**config.mk**
```make
export PLATFORM = sky130hd
export DESIGN_NAME = nebula_ni_packetizer_flat
export DESIGN_NICKNAME = d
export VERILOG_FILES = /design/src/rtl/nebula_ni_packetizer_if.sv /design/src/rtl/nebula_ni_packetizer.sv /design/src/flat_wrapper.sv
export SDC_FILE = /design/constraint.sdc
export NUM_CORES = 1
export LEC_CHECK = 0
export CAP_MARGIN = 25
export CELL_PAD_IN_SITES_DETAIL_PLACEMENT = 0
export CELL_PAD_IN_SITES_GLOBAL_PLACEMENT = 1
export CORE_ASPECT_RATIO = 1.25
export CORE_MARGIN = 2
export CORE_UTILIZATION = 30
export DETAILED_ROUTE_END_ITERATION = 10
export PLACE_DENSITY = 0.83
export RECOVER_POWER = 100
export SYNTH_ARGS = -nofsm -noshare
export SYNTH_HDL_FRONTEND = slang
export SYNTH_SLANG_ARGS = --single-unit
```
**constraint.sdc**
```tcl
create_clock -name clk -period 3.4 [get_ports clk]
set_clock_uncertainty 0.15 [all_clocks]
set_input_delay 0.51 -clock clk [delete_from_list [all_inputs] [get_ports clk]]
set_output_delay 0.51 -clock clk [all_outputs]
set_load 0.03 [all_outputs]
```
**src/rtl/nebula_ni_packetizer_if.sv**
```systemverilog
// Shared NoC types plus the packetizer's descriptor, payload and flit channels.
// Optional statistics outputs are enabled by NEBULA_NI_STATS_EN.
package nebula_pkg;
  localparam int COORD_WIDTH        = 4;
  localparam int VC_WIDTH           = 2;
  localparam int QOS_WIDTH          = 2;
  localparam int PACKET_ID_WIDTH    = 8;
  localparam int SEQ_NUM_WIDTH      = 6;
  localparam int PAYLOAD_WIDTH      = 32;
  localparam int PERF_COUNTER_WIDTH = 32;

  typedef logic [VC_WIDTH-1:0]  vc_id_t;
  typedef logic [QOS_WIDTH-1:0] qos_t;

  typedef enum logic [1:0] {
    FLIT_HEAD   = 2'd0,
    FLIT_BODY   = 2'd1,
    FLIT_TAIL   = 2'd2,
    FLIT_SINGLE = 2'd3
  } flit_type_e;

  typedef struct packed {
    flit_type_e                 flit_type;
    vc_id_t                     vc_id;
    qos_t                       qos;
    logic [COORD_WIDTH-1:0]     src_x;
    logic [COORD_WIDTH-1:0]     src_y;
    logic [COORD_WIDTH-1:0]     dst_x;
    logic [COORD_WIDTH-1:0]     dst_y;
    logic [PACKET_ID_WIDTH-1:0] packet_id;
    logic [SEQ_NUM_WIDTH-1:0]   seq_num;
    logic [PAYLOAD_WIDTH-1:0]   payload;
  } noc_flit_t;
endpackage

interface nebula_ni_packetizer_if
  import nebula_pkg::*;
#(
  parameter int LEN_WIDTH = 5
);
  logic                     msg_valid;
  logic                     msg_ready;
  logic [COORD_WIDTH-1:0]   msg_dest_x;
  logic [COORD_WIDTH-1:0]   msg_dest_y;
  vc_id_t                   msg_vc_id;
  qos_t                     msg_qos;
  logic [LEN_WIDTH-1:0]     msg_len;
  logic                     data_valid;
  logic                     data_ready;
  logic [PAYLOAD_WIDTH-1:0] data;
  logic                     flit_out_valid;
  noc_flit_t                flit_out;
  logic                     flit_out_ready;

  modport master (
    output msg_valid, msg_dest_x, msg_dest_y,
    output msg_vc_id, msg_qos, msg_len,
    output data_valid, data, flit_out_ready,
    input  msg_ready, data_ready,
    input  flit_out_valid, flit_out
  );

  modport slave (
    input  msg_valid, msg_dest_x, msg_dest_y,
    input  msg_vc_id, msg_qos, msg_len,
    input  data_valid, data, flit_out_ready,
    output msg_ready, data_ready,
    output flit_out_valid, flit_out
  );
endinterface

```
**src/rtl/nebula_ni_packetizer.sv**
```systemverilog
// NI injection stage: descriptor + payload words in, one noc_flit_t per word out.
// Define NEBULA_NI_STATS_EN to add saturating pkts_sent/flits_sent counters.
module nebula_ni_packetizer
  import nebula_pkg::*;
#(
  parameter logic [COORD_WIDTH-1:0] SRC_X = '0,
  parameter logic [COORD_WIDTH-1:0] SRC_Y = '0,
  parameter int MAX_LEN   = 16,
  parameter int LEN_WIDTH = 5
)(
  input  logic clk,
  input  logic rst,
  nebula_ni_packetizer_if.slave ni,
  output logic busy,
  output logic err_len_zero
`ifdef NEBULA_NI_STATS_EN
  ,
  output logic [PERF_COUNTER_WIDTH-1:0] pkts_sent,
  output logic [PERF_COUNTER_WIDTH-1:0] flits_sent
`endif
);

  typedef enum logic {IDLE, STREAM} state_t;

  localparam logic [LEN_WIDTH-1:0] MAX_L = LEN_WIDTH'(MAX_LEN);
  localparam logic [LEN_WIDTH-1:0] ONE_L = LEN_WIDTH'(1);
  localparam logic [PACKET_ID_WIDTH-1:0] ONE_P =
    PACKET_ID_WIDTH'(1);

  state_t                     state;
  logic [COORD_WIDTH-1:0]     dst_x_q;
  logic [COORD_WIDTH-1:0]     dst_y_q;
  vc_id_t                     vc_q;
  qos_t                       qos_q;
  logic [LEN_WIDTH-1:0]       len_q;
  logic [LEN_WIDTH-1:0]       cnt_q;
  logic [PACKET_ID_WIDTH-1:0] pid_q;
  noc_flit_t                  flit_q;
  logic                       vld_q;
  logic                       err_q;

  logic                 msg_fire;
  logic                 data_fire;
  logic                 out_fire;
  logic                 last;
  logic [LEN_WIDTH-1:0] eff_len;
  flit_type_e           ftype;
  noc_flit_t            nxt;

  assign ni.msg_ready  = (state == IDLE);
  assign ni.data_ready = (state == STREAM) &
                         (!vld_q | ni.flit_out_ready);
  assign ni.flit_out_valid = vld_q;
  assign ni.flit_out       = flit_q;

  assign msg_fire  = ni.msg_valid & ni.msg_ready;
  assign data_fire = ni.data_valid & ni.data_ready;
  assign out_fire  = vld_q & ni.flit_out_ready;
  assign last      = (cnt_q == len_q - ONE_L);
  assign eff_len   = (ni.msg_len > MAX_L) ? MAX_L : ni.msg_len;

  assign busy         = (state != IDLE) | vld_q;
  assign err_len_zero = err_q;

  // A 1-word message is SINGLE even though it is both first and last.
  always_comb begin
    if (len_q == ONE_L)      ftype = FLIT_SINGLE;
    else if (cnt_q == '0)    ftype = FLIT_HEAD;
    else if (last)           ftype = FLIT_TAIL;
    else                     ftype = FLIT_BODY;
  end

  always_comb begin
    nxt           = '0;
    nxt.flit_type = ftype;
    nxt.vc_id     = vc_q;
    nxt.qos       = qos_q;
    nxt.src_x     = SRC_X;
    nxt.src_y     = SRC_Y;
    nxt.dst_x     = dst_x_q;
    nxt.dst_y     = dst_y_q;
    nxt.packet_id = pid_q;
    nxt.seq_num   = SEQ_NUM_WIDTH'(cnt_q);
    nxt.payload   = ni.data;
  end

  always_ff @(posedge clk) begin
    if (rst) begin
      state   <= IDLE;
      dst_x_q <= '0;
      dst_y_q <= '0;
      vc_q    <= '0;
      qos_q   <= '0;
      len_q   <= '0;
      cnt_q   <= '0;
      pid_q   <= '0;
      flit_q  <= '0;
      vld_q   <= 1'b0;
      err_q   <= 1'b0;
    end else begin
      err_q <= msg_fire & (ni.msg_len == '0);
      if (out_fire) vld_q <= 1'b0;
      unique case (state)
        IDLE: begin
          if (msg_fire && ni.msg_len != '0) begin
            dst_x_q <= ni.msg_dest_x;
            dst_y_q <= ni.msg_dest_y;
            vc_q    <= ni.msg_vc_id;
            qos_q   <= ni.msg_qos;
            len_q   <= eff_len;
            cnt_q   <= '0;
            state   <= STREAM;
          end
        end
        STREAM: begin
          if (data_fire) begin
            flit_q <= nxt;
            vld_q  <= 1'b1;
            cnt_q  <= cnt_q + ONE_L;
            if (last) begin
              pid_q <= pid_q + ONE_P;
              state <= IDLE;
            end
          end
        end
        default: state <= IDLE;
      endcase
    end
  end

`ifdef NEBULA_NI_STATS_EN
  localparam logic [PERF_COUNTER_WIDTH-1:0] ONE_C =
    PERF_COUNTER_WIDTH'(1);

  logic is_end;
  assign is_end = (flit_q.flit_type == FLIT_TAIL) |
                  (flit_q.flit_type == FLIT_SINGLE);

  always_ff @(posedge clk) begin
    if (rst) begin
      pkts_sent  <= '0;
      flits_sent <= '0;
    end else if (out_fire) begin
      if (flits_sent != '1) flits_sent <= flits_sent + ONE_C;
      if (is_end && pkts_sent != '1)
        pkts_sent <= pkts_sent + ONE_C;
    end
  end
`endif

endmodule

```
**src/flat_wrapper.sv**
```systemverilog
// flat-port wrapper written by rule: the top's interface ports become plain ports
module nebula_ni_packetizer_flat import nebula_pkg::*;
#(
  parameter logic [COORD_WIDTH-1:0] SRC_X = '0,
  parameter logic [COORD_WIDTH-1:0] SRC_Y = '0,
  parameter int MAX_LEN   = 16,
  parameter int LEN_WIDTH = 5
)
  (clk, rst, busy, err_len_zero, ni_msg_valid, ni_msg_dest_x, ni_msg_dest_y, ni_msg_vc_id, ni_msg_qos, ni_msg_len, ni_data_valid, ni_data, ni_flit_out_ready, ni_msg_ready, ni_data_ready, ni_flit_out_valid, ni_flit_out);
  nebula_ni_packetizer_if #(.LEN_WIDTH(LEN_WIDTH)) ni_i ();
  input  logic clk;
  input  logic rst;
  output logic busy;
  output logic err_len_zero;
  input wire logic [$bits(ni_i.msg_valid)-1:0] ni_msg_valid;
  input wire logic [$bits(ni_i.msg_dest_x)-1:0] ni_msg_dest_x;
  input wire logic [$bits(ni_i.msg_dest_y)-1:0] ni_msg_dest_y;
  input wire logic [$bits(ni_i.msg_vc_id)-1:0] ni_msg_vc_id;
  input wire logic [$bits(ni_i.msg_qos)-1:0] ni_msg_qos;
  input wire logic [$bits(ni_i.msg_len)-1:0] ni_msg_len;
  input wire logic [$bits(ni_i.data_valid)-1:0] ni_data_valid;
  input wire logic [$bits(ni_i.data)-1:0] ni_data;
  input wire logic [$bits(ni_i.flit_out_ready)-1:0] ni_flit_out_ready;
  output wire logic [$bits(ni_i.msg_ready)-1:0] ni_msg_ready;
  output wire logic [$bits(ni_i.data_ready)-1:0] ni_data_ready;
  output wire logic [$bits(ni_i.flit_out_valid)-1:0] ni_flit_out_valid;
  output wire logic [$bits(ni_i.flit_out)-1:0] ni_flit_out;
  assign ni_i.msg_valid = ni_msg_valid;
  assign ni_i.msg_dest_x = ni_msg_dest_x;
  assign ni_i.msg_dest_y = ni_msg_dest_y;
  assign ni_i.msg_vc_id = ni_msg_vc_id;
  assign ni_i.msg_qos = ni_msg_qos;
  assign ni_i.msg_len = ni_msg_len;
  assign ni_i.data_valid = ni_data_valid;
  assign ni_i.data = ni_data;
  assign ni_i.flit_out_ready = ni_flit_out_ready;
  assign ni_msg_ready = ni_i.msg_ready;
  assign ni_data_ready = ni_i.data_ready;
  assign ni_flit_out_valid = ni_i.flit_out_valid;
  assign ni_flit_out = ni_i.flit_out;
  nebula_ni_packetizer #(.SRC_X(SRC_X), .SRC_Y(SRC_Y), .MAX_LEN(MAX_LEN), .LEN_WIDTH(LEN_WIDTH)) u_core (.clk(clk), .rst(rst), .ni(ni_i), .busy(busy), .err_len_zero(err_len_zero));
endmodule
```
### Word-level counts from Yosys, hierarchy flattened

Index checks and enable logic that the tools add are counted.

* bits in registers: 92
* logic and storage cells: 57
* bits of input ports: 54

* equality and inequality tests: 4
* add/sub/neg operators: 3
* reduce and logical (&&, ||, !) cells: 9
* bitwise gates (word level): 8
* muxes and demuxes: 14
* $lt $le $gt $ge: 1

Operators with widths (count)
* 2-to-1 mux 5 bit: 3
* zero test 5 bit: 2
* case mux 5 bit (2 select lines): 1
* adder 8 x 1 -> 8 bit (second input constant): 1
* 2-to-1 mux 1 bit: 6
* 2-to-1 mux 2 bit: 3
* AND reduction 2 bit: 3
* adder 5 x 1 -> 5 bit (second input constant): 1
* AND 1 bit: 5
* == test 5 x 1 -> 1 bit (second input constant): 1
* == test 5 bit: 1
* > comparator 5 bit (second input constant): 1
* nonzero test 5 bit: 1
* subtractor 5 x 1 -> 5 bit (second input constant): 1
* inequality test 2 bit (second input constant): 2
* AND reduction 3 bit: 1
* OR 1 bit: 2
* case mux 1 bit (2 select lines): 1
* logical AND 1 bit: 1
* zero test 1 bit: 1
* NOT 1 bit: 1

### Depth between registers and ports, before layout

Gate-level depths: netlist of the first run.

* depth in word-level cells: 6
* depth in mapped cells: 7

### Worst setup path after synthesis of the first run

Ideal clock, no wire load.

* path kind: reg2reg
* start point: register u_core.len_q[0]
* end point: register u_core.pid_q[3]
* arrival time: 1.944 ns
* path buffers: 0
* cell stages (with the launch flop): 8
* data required time: 3.129 ns
* library setup time: 0.121 ns
* path slack: 1.186 ns
* clock period less this slack: 2.214 ns
* path through: dfxtp_1 > inv_1 > ha_1 > xnor2_1 > a211o_1 > a211oi_2 > and3b_1 > mux2_2

* longest elaborated chain between the ends: 3

Ends and longest elaborated chain
* from (decl): RTL line nebula_ni_packetizer.sv:35 `logic [LEN_WIDTH-1:0] len_q;`
* from (signal assigned): RTL line nebula_ni_packetizer.sv:110 `len_q <= eff_len;`
* subtractor 5 x 1 -> 5 bit: RTL line nebula_ni_packetizer.sv:59 `assign last = (cnt_q == len_q - ONE_L);`
* == test 5 bit: RTL line nebula_ni_packetizer.sv:59
* AND reduction 3 bit (no line)
* to (signal assigned): RTL line nebula_ni_packetizer.sv:121 `pid_q <= pid_q + ONE_P;`
* to (decl): RTL line nebula_ni_packetizer.sv:37 `logic [PACKET_ID_WIDTH-1:0] pid_q;`

No other way between the ends.
A chain may end at the register's enable or synchronous reset.

### Worst setup path after layout of the first run

* start point: input port ni_flit_out_ready
* end point: output port ni_data_ready

* longest elaborated chain between the ends: 2

Ends and longest elaborated chain
* from (decl): RTL line flat_wrapper.sv:23 `input wire logic [$bits(ni_i.flit_out_ready)-1:0] ni_flit_out_ready;`
* OR 1 bit: RTL line nebula_ni_packetizer.sv:52 `(!vld_q | ni.flit_out_ready);`
* AND 1 bit: RTL line nebula_ni_packetizer.sv:51 `assign ni.data_ready = (state == STREAM) &`
* to (decl): RTL line flat_wrapper.sv:25 `output wire logic [$bits(ni_i.data_ready)-1:0] ni_data_ready;`

No other way between the ends.

==> flow_summary.ini, run 1 <==
[run_status]
outcome = complete, but fails checks
failed_checks = capacitance limit, slew limit

[synth]
syn_area_um2 = 3620
synth_mux_area_share_pct = 0.311
ys_types = 44
synth_compound_area_share_pct = 15.4
synth_xor_area_share_pct = 2.18
yosys_register_bits = 92
avgSynthCellArea_um2 = 8.01
syn-instance-count = 452
yosysWarnings = 0
yosysSeqAreaShare_pct = 50.8
synth-simple-area-share_pct = 23.7
synth_top_family_by_area = simple AND/OR/NAND/NOR gates
synth_fa_ha_area_share_pct = 1.73

[cts]
cts_hold_buf = 0
cts-root-buf = clkbuf_16
ctsResizeCount = 0
clk_latency_ps = 340
cts_sinks = 92
cts_buffers = 9
clk_pin_slew_worst_paths_ps = 60
cts_tree = done
clockBufferDepth = 2
cts_setup_buffers = 0
cts-htree-levels = 3

[timing]
report.final.slew_viol_count = 45
min_period_ps = 2770
fmax_mhz = 361
fin_crit_sh_pct = 81.5
tns_ps = 0
worstMarginPinSlew_ps = 1890
finalHoldViolCount = 0
relSlewSlack_pct = -26.2
setup_viol = 0
rsz0062_at_grt = false

[worst_setup_path]
cp_max_fo = 5
end_kind = output port
startpoint_type = input pin
arrival_ps = 2110
cp_data_required_time_ps = 2740
r2r_cells = 7
rr_startpoint = u_core.len_q[0]
timing.rr.end = u_core.pid_q[3]
crit_type = input pin to output port
r2r_slack_ps = 780

[route]
wl_per_cell_um = 12.3
ant_nets = 0
drt_iter0_drc = 74
drcViolationCount = 0
vias = 3322
drtPass1Iterations = 4
routed_wl_mm = 8.88
via_per_inst = 4.59

[floorplan]
rows = 44
start_util_pct = 30.9
dieArea_um2 = 13000
die_y_um = 127
coreArea_um2 = 11700
die_x_um = 102
io_pins = 127

[layout]
drive_above_1_share_pct = 3.91
num-fill-cells = 1232
layout_commonest_cell = nand2_1
syn2layout_area_growth_pct = 42.0
fin_nets = 617
antenna_cells = 0
ff_latch_area_um2 = 1840
final_cell_mix = 150 x nand2_1, 92 x dfxtp_1, 85 x a21oi_1
multi_input_area_um2 = 1590
fin_area_um2 = 5140

[hold_path]
min_path_cells = 2
hp-start = u_core.ni.flit_out[13]
hold_end = u_core.ni.flit_out[13]
worstHoldPathType = flop to flop

[global_route]
grt_max_degree = 65
grt_pass1_wl_mm = 14.3
grt_antenna_before_repair = 0
overflow = 0
grt_pass1_vias = 3107
grtUsageTotal_pct = 13.9

[placement]
place_area_um2 = 4910
io_buffer_count = 117
gp_congestion = 0.745
dp_hpwl_mm = 6.15

[power]
peakVddDrop_mv = 0.224
p_leak_nw = 1.97
p_per_area_nw_per_um2 = 452

[flow_run]
max-cap-violations = 1
## routing by layer
metal	vias up	track usage (%)	routed length, um
met1	1526	16.0	3940
met2	99	23.6	4320
li1	1686	-	-
met3	11	4.46	510
met4	0	5.41	119
met5	-	0	0
## stage by stage
step	cells	total power [mW]	setup WS, ps	util, %	hold WS [ps]
floorplan	460	1.33	1190	-	282
global placement	708	1.46	774	41.9	288
detailed placement	708	1.46	762	41.9	294
CTS	724	2.38	753	44.1	303
global route	724	2.43	380	43.9	317
finish	724	2.32	629	43.9	298
## sequential cells by signal (all words and copies together), names as in the netlist
signal,count
u_core.dst_x_q,4
u_core.ni.flit_out,59
u_core.pid_q,8
u_core.len_q,5
u_core.cnt_q,5
u_core.vc_q,2
u_core.err_len_zero,1
u_core.ni.flit_out_valid,1
u_core.qos_q,2
u_core.dst_y_q,4
u_core.state,1
## synth_stat cells (all sizes together)
| cell type | count | share of area [%] |
|---|---|---|
| clkbuf | 25 | 2.6 |
| or2 | 2 | 0.35 |
| o21a | 1 | 0.21 |
| a211oi | 2 | 0.55 |
| o21ai | 2 | 0.28 |
| and3b | 2 | 0.52 |
| nand4 | 4 | 0.69 |
| a211o | 1 | 0.24 |
| nand4bb | 1 | 0.31 |
| nor2 | 9 | 0.93 |
| buf | 10 | 2.0 |
| nor3b | 1 | 0.21 |
| mux2 | 1 | 0.31 |
| o21ba | 1 | 0.28 |
| and4 | 1 | 0.24 |
| nand2b | 2 | 0.35 |
| ha | 5 | 1.7 |
| a31o | 2 | 0.48 |
| nor2b | 3 | 0.52 |
| a2111o | 1 | 0.31 |
| and3 | 1 | 0.17 |
| a21o | 1 | 0.21 |
| nand3b | 3 | 0.62 |
| a21oi | 85 | 12 |
| a31oi | 1 | 0.17 |
| nor4 | 1 | 0.17 |
| a22oi | 1 | 0.21 |
| nor3 | 7 | 0.97 |
| dfxtp | 92 | 51 |
| nand2 | 150 | 16 |
| nor4b | 2 | 0.48 |
| conb | 1 | 0.10 |
| xnor2 | 7 | 1.7 |
| xor2 | 2 | 0.48 |
| inv | 11 | 1.1 |
| nand3 | 5 | 0.69 |
| and2 | 4 | 0.69 |
| a2111oi | 1 | 0.76 |
| nand4b | 1 | 0.24 |
## logic make-up after synthesis
family | count (synthesis)
other | 1
flip-flops | 92
multiplexers | 1
AO/OA/AOI/OAI | 99
adder cells (fa/ha/maj) | 5
XOR/XNOR | 9
AND/OR/NAND/NOR | 199
buffers and inverters | 46
## power by group
| part | internal, mW | switching [mW] |
|---|---|---|
| clock | 0.517 | 0.384 |
| sequential | 1.11 | 0.0202 |
| combinational | 0.122 | 0.169 |
## layout make-up
| type | instances | share of cell area [%] |
|---|---|---|
| clock buffer | 15 | 5.01 |
| tap | 161 | 3.92 |
| clock inverter | 1 | 0.146 |
| sequential | 92 | 35.8 |
| inverter | 11 | 0.803 |
| timing repair buffer | 122 | 23.4 |
| multi-input combinational | 322 | 30.9 |
## worst max-delay path: stages
cell and delay (ps):
dlygate4sd3_1 530, nand2b_1 210, and2_1 180, dlygate4sd3_1 680
## worst max-delay path by stage
stage / startpoint / end / slack, ps / depth (start not counted)
final: ni_flit_out_ready / ni_data_ready / 630 / 4
after global routing: ni_flit_out_ready / u_core.ni.flit_out[19] / 380 / 6
after CTS: ni_flit_out_ready / ni_data_ready / 750 / 4
after detailed placement: ni_flit_out_ready / ni_data_ready / 760 / 4
after global placement: ni_flit_out_ready / ni_data_ready / 770 / 4
after floorplan: u_core.len_q[0] / u_core.pid_q[3] / 1190 / 7
No activity file was read; power rests on OpenSTA's default activity.
==> run 2, diff against run 1 <==
Settings changed: CORE_UTILIZATION 30 to 29, PLACE_DENSITY 0.83 to 0.84.
Clock period 3.4 ns to 2.3 ns, I/O delays scaled along.
==> run 2 against run 1 <==
Against the previous run:
- the flow now finishes without violations
- combinational power is 53% higher
- global-route usage is 0.065 points lower
- non-clock buffer count is 7 higher
- critical path type is now flop to flop
- largest cell class unchanged
- largest power group unchanged
==> flow_summary.ini, run 2 (same netlist as run 1, synthesis figures left out) <==
[power]
combPwrFrac_pct = 12.4
clockPowerShare_pct = 40.9
p_sw_uw = 879
p_leak_nw = 2.02
peakVddDrop_mv = 0.318
totalPowerFinal_mw = 3.58
power_switching_share_pct = 24.6
p_per_area_nw_per_um2 = 683
cell_internal_pwr_mw = 2.70
share_seq_of_total_power_pct = 46.7

[placement]
io_buffer_count = 117
gp_congestion = 0.755
place_area_um2 = 4950
dp_hpwl_mm = 6.60

[worst_setup_path]
cp_max_fo = 5
cp_cell_sequence = inv_1, ha_1, xnor2_1, a211o_1, a2111o_1, or2_0, a21oi_1
end_kind = flop
arrival_ps = 2320
startpoint_type = flop
crit_slowest_cell = a2111o_1
cp_data_required_time_ps = 2420
max_stage_delay_ps = 470
crit_type = flop to flop

[cts]
cts_tree = done
cts-root-buf = clkbuf_16
cts-htree-levels = 3
clockBufferDepth = 2
cts_sinks = 92
clk_latency_ps = 340
ctsResizeCount = 0
cts_buffers = 9
cts_hold_buf = 0
clk_pin_slew_worst_paths_ps = 60

[route]
drtPass1Iterations = 4
drt_iter0_drc = 175
routed_wl_mm = 9.36
wl_per_cell_um = 12.7
drcViolationCount = 0
via_per_inst = 4.61
ant_nets = 0
vias = 3382

[timing]
finalHoldViolCount = 0
fin_crit_sh_pct = 95.9
relSlewSlack_pct = 9.40
worstMarginPinSlew_ps = 1360
rsz0062_at_grt = false
min_period_ps = 2210
fmax_mhz = 453
report.final.slew_viol_count = 0
setup_viol = 0

[layout]
final_cell_mix = 149 x nand2_1, 92 x dfxtp_1, 85 x a21oi_1
antenna_cells = 0
drive_above_1_share_pct = 5.96
num-fill-cells = 1247
fin_area_um2 = 5240
largest_register_ffs = 59
syn2layout_area_growth_pct = 44.8
fin_nets = 624
layout_commonest_cell = nand2_1

[global_route]
grt_pass1_vias = 3263
grt_pass1_wl_mm = 15.1
grtUsageTotal_pct = 13.8
grt_antenna_before_repair = 0
overflow = 0
grt_max_degree = 52

[hold_path]
worstHoldPathType = input pin to flop

[floorplan]
io_pins = 127
start_util_pct = 29.8
die_y_um = 129
dieArea_um2 = 13400
rows = 45
die_x_um = 104
coreArea_um2 = 12200

[flow_run]
max-cap-violations = 0

[run_status]
outcome = complete, no violations
==> run 2: final cells by class <==
class	instances	area [um2]	area share, %
Tap cell	164	205	3.91
Sequential cell	92	1840	35.1
Inverter	11	41.3	0.787
Multi-Input combinational cell	322	1610	30.6
Clock inverter	4	48.8	0.931
Timing Repair Buffer	129	1250	23.9
Clock buffer	12	246	4.70
==> run 2: worst paths after layout <==
kind / from / cells past startpoint / slack (ps) / endpoint
max reg2reg: u_core.len_q[1] / 7 / 90 / u_core.pid_q[0]
min: rst / 2 / 260 / u_core.ni.flit_out[43]
max: u_core.len_q[1] / 7 / 90 / u_core.pid_q[0]
min reg2reg: u_core.ni.flit_out[10] / 2 / 300 / u_core.ni.flit_out[10]
==> run 2: metrics by stage <==
stage	setup slack, ps	hold WS, ps	utilization, %	cells	TNS [ps]
2_1_floorplan	85.6	282	-	460	0
3_3_place_gp	112	287	40.7	717	0
3_5_place_dp	-10.7	296	40.7	717	-10.7
4_1_cts	95.7	249	43.2	733	0
5_1_grt	5.02	272	43.1	734	0
6_report	94.1	259	43.1	734	0
==> run 2: power by group through the flow <==
stage	Combinational, mW	Clock (mW)	Sequential, mW
2_1_floorplan	0.199	0	1.76
3_3_place_gp	0.454	0	1.71
3_5_place_dp	0.461	0	1.71
4_1_cts	0.464	1.52	1.67
5_1_grt	0.482	1.58	1.68
6_report	0.444	1.46	1.67
==> run 2: per-layer routing <==
| metal | wire length (um) | up-vias | global-route usage [%] |
|---|---|---|---|
| met5 | 0 | - | 0 |
| met1 | 4290 | 1577 | 16.4 |
| met3 | 514 | 9 | 3.60 |
| met2 | 4430 | 100 | 24.1 |
| li1 | - | 1696 | - |
| met4 | 121 | 0 | 5.09 |
==> run 2: worst max-delay path: cells and delay by family, from the launching register on <==
| family | cells | cell delay, ps |
|---|---|---|
| xor gates and xnor gates | 1 | 130 |
| AOI/OAI and AO/OA | 3 | 910 |
| DFF | 1 | 350 |
| adders and majority gates | 1 | 280 |
| buffers and inverters | 1 | 70 |
| and+or+nand+nor | 1 | 240 |
==> run 2: timing repair <==
| action | in CTS | in global routing |
|---|---|---|
| setup endpoints to repair | 1 | 1 |
| pin swaps | 1 | 1 |
| setup buffers | 0 | 1 |
==> edit (settings of run 1) <==
The package constant `QOS_WIDTH` goes from 2 to 3.
--- a/src/rtl/nebula_ni_packetizer_if.sv
+++ b/src/rtl/nebula_ni_packetizer_if.sv
@@ -3,7 +3,7 @@
 package nebula_pkg;
   localparam int COORD_WIDTH        = 4;
   localparam int VC_WIDTH           = 2;
-  localparam int QOS_WIDTH          = 2;
+  localparam int QOS_WIDTH          = 3;
   localparam int PACKET_ID_WIDTH    = 8;
   localparam int SEQ_NUM_WIDTH      = 6;
   localparam int PAYLOAD_WIDTH      = 32;
Ports: changed (resized ni_flit_out and ni_msg_qos); port bits go from 127 to 129. No check against the original RTL was run, so the function may have changed too.
==> edit against run 1 <==
The run still ends with capacitance limit, slew limit left. Design area is 2.8% higher. Die area is 1.9% higher. Synthesized area is 2.0% higher. Setup slack better by 24 ps. Non-clock buffer count is 3 higher. Synthesized cell count is 2.7% higher. Total power is 9.5% higher. Hold slack better by 2.0 ps. Sequential cell count is 2 higher. Via count is 0.51% higher. Wire length is 4.8% higher.
==> edit: results (changes against run 1) <==
qor: global_routing.groute.layer.met2.usage 24.8% [was 23.6%]
qor: power.p_leak 2.05 nW [was 1.97 nW]
qor: worst_setup_path.r2r_end u_core.pid_q[4]$_SDFFE_PP0P_ [was u_core.pid_q[3]$_SDFFE_PP0P_]
qor: synthesis.synth_cells 464 [was 452]
qor: floorplan.design.die.area 13200 µm² [was 13000 µm²]
qor: job.maxCapViolCount 1 [unchanged]
qor: routing.via_per_inst 4.52 [was 4.59]
qor: timing.slew_headroom -12.7% [was -26.2%]
qor: timing.final-max-slew-violation-count 41 [was 45]
qor: synthesis.synthTopCellsByArea dfxtp_1, nand2_1, a21oi_1 [unchanged]
qor: worst_setup_path.worst_path_largest_cell_delay 1190 ps [was 680 ps]
qor: power.intPower 0.00194 W [was 0.00175 W]
qor: global_routing.grt_pass1_vias 3148 [was 3107]
qor: outcome.outcome complete, but fails checks [unchanged]
qor: power.p_per_area 481 nW/µm² [was 452 nW/µm²]
qor: synthesis.synth.mux.area_fraction 1.19% [was 0.311%]
qor: global_routing.global_route.usage.met3 3.65% [was 4.46%]
qor: routing.met2_length 4.81 mm [was 4.32 mm]
qor: synthesis.synth_xor_xnor_area_share 2.13% [was 2.18%]
qor: finish.fillCellCount 1211 [was 1232]
qor: routing.routed-wl-met3 420 µm [was 510 µm]
qor: placed_design.numPortBuffers 119 [was 117]
qor: hold_path.hold_path.startpoint u_core.ni.flit_out[21]$_SDFFE_PP0P_ [was u_core.ni.flit_out[13]$_SDFFE_PP0P_]
qor: power.pwr-share-seq 45.4% [was 48.7%]
qor: finish.largest_reg_flops 60 [was 59]
qor: placed_design.hpwl 6.57 mm [was 6.15 mm]
qor: routing.met1Wirelength 3.83 mm [was 3.94 mm]
qor: outcome.violations capacitance limit, slew limit [unchanged]
qor: worst_setup_path.worst-endpoint-arrival 2770 ps [was 2110 ps]
qor: worst_setup_path.critical-path-slowest-cell clkbuf_1 [was dlygate4sd3_1]
qor: synthesis.yosysSeqAreaShare 50.9% [was 50.8%]
qor: synthesis.synth_cell_type_count 39 [was 44]
qor: finish.nets 630 [was 617]
qor: timing.final_min_period_over_clock_period 80.8% [was 81.5%]
qor: worst_setup_path.crit_start rst [was ni_flit_out_ready]
[edit: cell count changes after synthesis, sizes merged, moves of 3 or more]
cell,before,now
nand2,150,159
buf,10,15
o21ai,2,6
and2,4,1
inv,11,8
or3,0,3
[edit: logic make-up (layout without fill, tap and decap cells)]
logic type               after synthesis  in the layout
AO/OA/AOI/OAI                         99             99
XOR/XNOR                               9              9
adder cells (fa/ha/maj)                5              5
buffers and inverters                 46            149
flip-flops                            94             94
multiplexers                           4              4
other                                  1              9
AND/OR/NAND/NOR                      206            206
[edit: cell type report]
type                            instances  area [µm²]  share of cell area [%]
Sequential cell                        94        1880                    35.6
Multi-Input combinational cell        332        1620                    30.6
Timing Repair Buffer                  125        1220                    23.0
Clock buffer                           11         253                    4.78
Tap cell                              164         205                    3.88
Clock inverter                          5        81.3                    1.54
Inverter                                8        30.0                   0.568
